**src/rtl/cache_fill_ctrl_if.sv**
```systemverilog
// Bundle of the core request/response, cache pin and memory-bus signals
// used by cache_fill_ctrl; master is the controller side, slave its environment.
interface cache_fill_ctrl_if;
    logic        req_valid;
    logic [15:0] req_addr;
    logic        req_ready;
    logic        resp_valid;
    logic [7:0]  resp_data;

    logic        cache_enableread;
    logic        cache_enablewrite;
    logic [15:0] cache_address;
    logic [7:0]  cache_datain;
    logic [1:0]  cache_writebyte;
    logic [7:0]  cache_dataout;
    logic        cache_hitmiss;

    logic        mem_req;
    logic [15:0] mem_addr;
    logic        mem_ack;
    logic        mem_rvalid;
    logic [7:0]  mem_rdata;

    logic [15:0] hit_count;
    logic [15:0] miss_count;

    modport master (
        input  req_valid, req_addr,
        output req_ready, resp_valid, resp_data,
        output cache_enableread, cache_enablewrite, cache_address,
        output cache_datain, cache_writebyte,
        input  cache_dataout, cache_hitmiss,
        output mem_req, mem_addr,
        input  mem_ack, mem_rvalid, mem_rdata,
        output hit_count, miss_count
    );

    modport slave (
        output req_valid, req_addr,
        input  req_ready, resp_valid, resp_data,
        input  cache_enableread, cache_enablewrite, cache_address,
        input  cache_datain, cache_writebyte,
        output cache_dataout, cache_hitmiss,
        input  mem_req, mem_addr,
        output mem_ack, mem_rvalid, mem_rdata,
        input  hit_count, miss_count
    );
endinterface

```
**src/rtl/cache_fill_ctrl.sv**
```systemverilog
// Miss-handling front end for the 2-way/16-set/4-byte-line cache: lookup, line fetch, byte-wise fill, response.
// Optional hit/miss statistics counters are built when CACHE_FILL_STATS_EN is defined.
module cache_fill_ctrl (
    input logic               clk,
    input logic               reset,
    cache_fill_ctrl_if.master bus
);

    typedef enum logic [3:0] {
        IDLE,
        LOOKUP,
        RD_WAIT,
        CHECK,
        MEM_REQ,
        FILL,
        WR_EN,
        WR_SEL,
        WR_BYTE,
        RESP
    } state_e;

    state_e          state_q;
    logic [15:0]     addr_q;
    logic [3:0][7:0] fill_buf_q;
    logic [1:0]      cnt_q;
    logic [1:0]      cnt_inc;

    logic            rd_en_q;
    logic            wr_en_q;
    logic            mem_req_q;
    logic [15:0]     mem_addr_q;
    logic            resp_valid_q;
    logic [7:0]      resp_data_q;
    logic [1:0]      wbyte_q;
    logic [7:0]      datain_q;

    assign cnt_inc = cnt_q + 2'd1;

    // cnt_q counts fill bytes in FILL and is reused as the write index k in WR_BYTE
    always_ff @(posedge clk) begin
        if (reset) begin
            state_q      <= IDLE;
            addr_q       <= '0;
            fill_buf_q   <= '0;
            cnt_q        <= '0;
            rd_en_q      <= 1'b0;
            wr_en_q      <= 1'b0;
            mem_req_q    <= 1'b0;
            mem_addr_q   <= '0;
            resp_valid_q <= 1'b0;
            resp_data_q  <= '0;
            wbyte_q      <= '0;
            datain_q     <= '0;
        end else begin
            rd_en_q      <= 1'b0;
            wr_en_q      <= 1'b0;
            resp_valid_q <= 1'b0;
            case (state_q)
                IDLE: begin
                    if (bus.req_valid) begin
                        addr_q  <= bus.req_addr;
                        rd_en_q <= 1'b1;
                        state_q <= LOOKUP;
                    end
                end
                LOOKUP:  state_q <= RD_WAIT;
                RD_WAIT: state_q <= CHECK;
                CHECK: begin
                    if (bus.cache_hitmiss) begin
                        resp_data_q  <= bus.cache_dataout;
                        resp_valid_q <= 1'b1;
                        state_q      <= RESP;
                    end else begin
                        mem_req_q  <= 1'b1;
                        mem_addr_q <= {addr_q[15:2], 2'b00};
                        state_q    <= MEM_REQ;
                    end
                end
                MEM_REQ: begin
                    if (bus.mem_ack) begin
                        mem_req_q  <= 1'b0;
                        mem_addr_q <= '0;
                        cnt_q      <= '0;
                        state_q    <= FILL;
                    end
                end
                FILL: begin
                    if (bus.mem_rvalid) begin
                        fill_buf_q[cnt_q] <= bus.mem_rdata;
                        cnt_q             <= cnt_inc;
                        if (cnt_q == 2'd3) begin
                            wr_en_q <= 1'b1;
                            state_q <= WR_EN;
                        end
                    end
                end
                WR_EN: state_q <= WR_SEL;
                WR_SEL: begin
                    cnt_q    <= '0;
                    wbyte_q  <= '0;
                    datain_q <= fill_buf_q[0];
                    state_q  <= WR_BYTE;
                end
                WR_BYTE: begin
                    if (cnt_q == 2'd3) begin
                        wbyte_q      <= '0;
                        datain_q     <= '0;
                        resp_data_q  <= fill_buf_q[addr_q[1:0]];
                        resp_valid_q <= 1'b1;
                        state_q      <= RESP;
                    end else begin
                        cnt_q    <= cnt_inc;
                        wbyte_q  <= cnt_inc;
                        datain_q <= fill_buf_q[cnt_inc];
                    end
                end
                RESP: begin
                    resp_data_q <= '0;
                    state_q     <= IDLE;
                end
                default: state_q <= IDLE;
            endcase
        end
    end

    // Ready is combinational so it is low while reset is held and high the first cycle after
    assign bus.req_ready         = (state_q == IDLE) && !reset;
    assign bus.resp_valid        = resp_valid_q;
    assign bus.resp_data         = resp_data_q;
    assign bus.cache_enableread  = rd_en_q;
    assign bus.cache_enablewrite = wr_en_q;
    assign bus.cache_address     = addr_q;
    assign bus.cache_datain      = datain_q;
    assign bus.cache_writebyte   = wbyte_q;
    assign bus.mem_req           = mem_req_q;
    assign bus.mem_addr          = mem_addr_q;

`ifdef CACHE_FILL_STATS_EN
    logic [15:0] hit_cnt_q;
    logic [15:0] miss_cnt_q;

    always_ff @(posedge clk) begin
        if (reset) begin
            hit_cnt_q  <= '0;
            miss_cnt_q <= '0;
        end else if (state_q == CHECK) begin
            if (bus.cache_hitmiss) begin
                if (hit_cnt_q != '1) hit_cnt_q <= hit_cnt_q + 16'd1;
            end else begin
                if (miss_cnt_q != '1) miss_cnt_q <= miss_cnt_q + 16'd1;
            end
        end
    end

    assign bus.hit_count  = hit_cnt_q;
    assign bus.miss_count = miss_cnt_q;
`else
    assign bus.hit_count  = '0;
    assign bus.miss_count = '0;
`endif

endmodule

```
**src/flat_wrapper.sv**
```systemverilog
// flat-port wrapper written by rule: the top's interface ports become plain ports
module cache_fill_ctrl_flat 
  (clk, reset, bus_req_valid, bus_req_addr, bus_req_ready, bus_resp_valid, bus_resp_data, bus_cache_enableread, bus_cache_enablewrite, bus_cache_address, bus_cache_datain, bus_cache_writebyte, bus_cache_dataout, bus_cache_hitmiss, bus_mem_req, bus_mem_addr, bus_mem_ack, bus_mem_rvalid, bus_mem_rdata, bus_hit_count, bus_miss_count);
  cache_fill_ctrl_if bus_i ();
  input logic clk;
  input logic reset;
  input wire logic [$bits(bus_i.req_valid)-1:0] bus_req_valid;
  input wire logic [$bits(bus_i.req_addr)-1:0] bus_req_addr;
  output wire logic [$bits(bus_i.req_ready)-1:0] bus_req_ready;
  output wire logic [$bits(bus_i.resp_valid)-1:0] bus_resp_valid;
  output wire logic [$bits(bus_i.resp_data)-1:0] bus_resp_data;
  output wire logic [$bits(bus_i.cache_enableread)-1:0] bus_cache_enableread;
  output wire logic [$bits(bus_i.cache_enablewrite)-1:0] bus_cache_enablewrite;
  output wire logic [$bits(bus_i.cache_address)-1:0] bus_cache_address;
  output wire logic [$bits(bus_i.cache_datain)-1:0] bus_cache_datain;
  output wire logic [$bits(bus_i.cache_writebyte)-1:0] bus_cache_writebyte;
  input wire logic [$bits(bus_i.cache_dataout)-1:0] bus_cache_dataout;
  input wire logic [$bits(bus_i.cache_hitmiss)-1:0] bus_cache_hitmiss;
  output wire logic [$bits(bus_i.mem_req)-1:0] bus_mem_req;
  output wire logic [$bits(bus_i.mem_addr)-1:0] bus_mem_addr;
  input wire logic [$bits(bus_i.mem_ack)-1:0] bus_mem_ack;
  input wire logic [$bits(bus_i.mem_rvalid)-1:0] bus_mem_rvalid;
  input wire logic [$bits(bus_i.mem_rdata)-1:0] bus_mem_rdata;
  output wire logic [$bits(bus_i.hit_count)-1:0] bus_hit_count;
  output wire logic [$bits(bus_i.miss_count)-1:0] bus_miss_count;
  assign bus_i.req_valid = bus_req_valid;
  assign bus_i.req_addr = bus_req_addr;
  assign bus_req_ready = bus_i.req_ready;
  assign bus_resp_valid = bus_i.resp_valid;
  assign bus_resp_data = bus_i.resp_data;
  assign bus_cache_enableread = bus_i.cache_enableread;
  assign bus_cache_enablewrite = bus_i.cache_enablewrite;
  assign bus_cache_address = bus_i.cache_address;
  assign bus_cache_datain = bus_i.cache_datain;
  assign bus_cache_writebyte = bus_i.cache_writebyte;
  assign bus_i.cache_dataout = bus_cache_dataout;
  assign bus_i.cache_hitmiss = bus_cache_hitmiss;
  assign bus_mem_req = bus_i.mem_req;
  assign bus_mem_addr = bus_i.mem_addr;
  assign bus_i.mem_ack = bus_mem_ack;
  assign bus_i.mem_rvalid = bus_mem_rvalid;
  assign bus_i.mem_rdata = bus_mem_rdata;
  assign bus_hit_count = bus_i.hit_count;
  assign bus_miss_count = bus_i.miss_count;
  cache_fill_ctrl u_core (.clk(clk), .reset(reset), .bus(bus_i));
endmodule
```
**config.mk**
```make
export PLATFORM = sky130hd
export DESIGN_NAME = cache_fill_ctrl_flat
export DESIGN_NICKNAME = d
export VERILOG_FILES = /design/src/rtl/cache_fill_ctrl_if.sv /design/src/rtl/cache_fill_ctrl.sv /design/src/flat_wrapper.sv
export SDC_FILE = /design/constraint.sdc
export NUM_CORES = 1
export LEC_CHECK = 0
export ABC_AREA = 0
export CELL_PAD_IN_SITES_DETAIL_PLACEMENT = 1
export CELL_PAD_IN_SITES_GLOBAL_PLACEMENT = 2
export CORE_MARGIN = 10
export CORE_UTILIZATION = 31
export CTS_CLUSTER_SIZE = 40
export DETAILED_ROUTE_END_ITERATION = 12
export PLACE_DENSITY = 0.91
export SKIP_CTS_REPAIR_TIMING = 1
export SKIP_LAST_GASP = 1
export SYNTH_ARGS = -nofsm -noshare
export SYNTH_HDL_FRONTEND = slang
export SYNTH_SLANG_ARGS = --single-unit
```
**constraint.sdc**
```tcl
create_clock -name clk -period 5.05 [get_ports clk]
set_clock_uncertainty 0.15 [all_clocks]
set_input_delay 1.2625 -clock clk [delete_from_list [all_inputs] [get_ports clk]]
set_output_delay 1.2625 -clock clk [all_outputs]
set_load 0.005 [all_outputs]
```
==> key figures <==
Power
  • Max IR drop VDD: 0.0001896 V
  • Logic pwr share: 19.7%
  • Switch share: 29.60%
  • Net Sw Power: 550.8 µW
  • Clock network fraction of design power: 34.7%
  • Pleak: 2.111 nW
  • Pwr per Cell Area: 343.8 nW/µm²
  • Sequential power share: 45.6%
  • Cell Int Power: 1.310 mW

Timing
  • Hold Vio Cnt, Final: 0
  • Worst-Margin Slew: 1.008 ns
  • Final worst-path cycle share: 72.36%
  • F_max: 273.7 MHz
  • Final setup viols: 0
  • Hold slack: 0.3264 ns
  • Crit path time final: 3.654 ns
  • Final Worst Setup Slack: 1.396 ns
  • Sum of negative setup slack: 0 ns
  • Max_slew headroom: 32.56%
  • Final slew viol count: 0
  • RSZ-0062 raised after global routing: false

Synth
  • Main synth FF type: dfxtp_1
  • Post-synth top area cell: dfxtp_1
  • EDFF count, synth: 0
  • Async SR Flop Fraction: 0%
  • Area contributors post-synth: dfxtp_1 42%, mux4_2 8.4%, mux2i_1 7.7%, buf_4 6.1%, nor2_1 4.6%
  • Synth Instances: 433
  • Yosys cell types: 52
  • Synth warn: 0
  • Syn_area_per_cell: 9.908 µm²
  • Seq/Total Area, Yosys: 41.99%
  • Post-synthesis cell area: 4290 µm²
  • Seq cells post-synth: 90
  • Share of the synthesized area in the top cell type: 41.99%

Routing
  • Via Count: 3379
  • Post-route ant nets: 0
  • Routed len/inst: 18.85 µm
  • Drt drc: 0
  • DRT Pass-1 Iters: 5
  • Iteration-0 DRC count of the detailed router: 174
  • Routed Wire Length: 12.89 mm
  • Post-DR vias/cell: 4.940

Worst setup path
  • Crit Path Category: reg2out
  • Worst path top cell family by delay: simple AND/OR/NAND/NOR gates
  • CP max FO: 21
  • Slowest stage delay, CP: 0.63 ns
  • WP data required: 3.64 ns
  • Crit-path cells: or4_1, nor2_1, clkdlybuf4s50_1
  • CP endpoint kind: output port
  • Buf/Inv on CP: 1
  • Startpoint type of the worst setup path: register
  • Slowest CP cell: or4_1
  • Worst EP arrival: 2.24 ns

Clocking
  • CTS root buf: clkbuf_16
  • CTS tree: built
  • Num CTS Buffers: 9
  • Clock Sinks: 90
  • Clk slew on worst S/H paths: 0.07 ns
  • Maximum clock insertion buffer count: 2
  • Worst-Skew Late Latency: 0.34 ns
  • CTS H-tree lvls: 3

Floorplanning
  • Rows: 42
  • Die Y: 137.6 µm
  • Chip Width: 137.6 µm
  • Starting density of the core: 32.02%
  • CORE AREA: 13400 µm²
  • I/O Pins: 125
  • Die area: 18950 µm²

Layout
  • Layout cells sized above 1: 11.61%
  • Area of the multi-input gates: 2160 µm²
  • Most common cell after layout, fill and taps aside: dfxtp_1
  • Fillers: 1512
  • Fin area: 5414 µm²
  • Reg area: 1802 µm²
  • Most frequent cells in the layout: 90 x dfxtp_1, 89 x clkdlybuf4s50_1, 53 x nor2_1
  • Area delta synth->final: 26.19%
  • NumNets Final: 545
  • Fin util: 40.40%
  • # diodes: 0

Place
  • Placed Area: 5122 µm²
  • Placement Setup Slack: 1.520 ns
  • Final RePlAce weighted congestion: 0.7665
  • Post-DP HPWL: 9.316 mm
  • # port buffers: 90

Job
  • Max Cap Viol: 0

Worst hold path
  • Hold WC Path Type: reg2reg

Global routing
  • Initial antenna violation count: 1
  • Total global-route track usage: 13.44%
  • Vias in the first global route: 3671
  • GR Overflow Total: 0
  • Largest net degree at the start of global routing: 78
  • First-pass GRT wire length: 19.93 mm

Run status
  • Outcome: complete, no violations
metrics by stage:
stage | cells | power (mW)
2_1_floorplan | 466 | 1.086
3_3_place_gp | 668 | 1.216
3_5_place_dp | 668 | 1.233
4_1_cts | 684 | 1.887
5_1_grt | 684 | 1.960
6_report | 684 | 1.861
sequential cells by signal, indices dropped and copies added (netlist names):
signal,cells
u_core.bus.cache_address,16
u_core.bus.cache_datain,8
u_core.bus.cache_enableread,1
u_core.bus.cache_enablewrite,1
u_core.bus.cache_writebyte,2
u_core.bus.mem_addr,14
u_core.bus.mem_req,1
u_core.bus.resp_data,8
u_core.bus.resp_valid,1
u_core.cnt_q,2
u_core.fill_buf_q,32
u_core.state_q,4
routing by layer:
layer | track usage (%) | part of all wire [%] | routed length, µm | vias to the layer above
met4 | 5.035 | 1.9 | 240 | 2
met3 | 3.387 | 5.6 | 719 | 16
met5 | 0 | 0.13 | 17 | -
li1 | - | - | - | 1606
met2 | 23.63 | 52 | 6652 | 88
met1 | 15.29 | 41 | 5260 | 1667
power groups by stage:
stage                     logic (mW)  registers (mW)  clock network (mW)
after detailed placement       0.371           0.862                   0
final                          0.367           0.848               0.646
after CTS                      0.375           0.848               0.664
after floorplan                0.276           0.809                   0
after global routing           0.408           0.859               0.693
after global placement         0.360           0.856                   0
synth_stat cells (all sizes together) (2+ instances only):
cell type and count:
a211oi 18, a21oi 20, a22o 14, a22oi 9, a31oi 2, and2 2, buf 54, clkbuf 13
dfxtp 90, ha 4, inv 6, mux2i 33, mux4 16, nand2 48, nand3 5, nand3b 3
nand4b 2, nand4bb 2, nor2 54, nor3 2, nor4 2, o2111ai 2, o21ai 13, o41ai 2
or4 2
path summary, 6_finish.rpt:
| path | startpoint | end | slack, ns | cells after the start |
|---|---|---|---|---|
| max | u_core.state_q[1]$_SDFFE_PP0P_ | bus_req_ready | 1.40 | 3 |
| min | u_core.bus.mem_addr[12]$_SDFFE_PP0P_ | u_core.bus.mem_addr[12]$_SDFFE_PP0P_ | 0.33 | 1 |
| max reg2reg | u_core.cnt_q[0]$_SDFFE_PP0P_ | u_core.bus.cache_datain[2]$_SDFFE_PP0P_ | 2.23 | 5 |
| min reg2reg | u_core.bus.mem_addr[12]$_SDFFE_PP0P_ | u_core.bus.mem_addr[12]$_SDFFE_PP0P_ | 0.33 | 1 |
area by class of cell:
cell class,instances,area share (%)
Timing Repair Buffer,93,16.96
Clock buffer,11,4.668
Inverter,6,0.4160
Clock inverter,5,0.7164
Sequential cell,90,33.28
Tap cell,176,4.067
Multi-Input combinational cell,303,39.89
logic make-up after synthesis:
kind of cell,share of synthesized area [%]
xor+xnor,0.2042
fa+ha+maj,1.167
other cells,0.08741
buf+inv,10.56
flops,41.99
compound gates,15.14
simple gates,14.49
mux,16.36
Power figures use the tool's default switching activity.
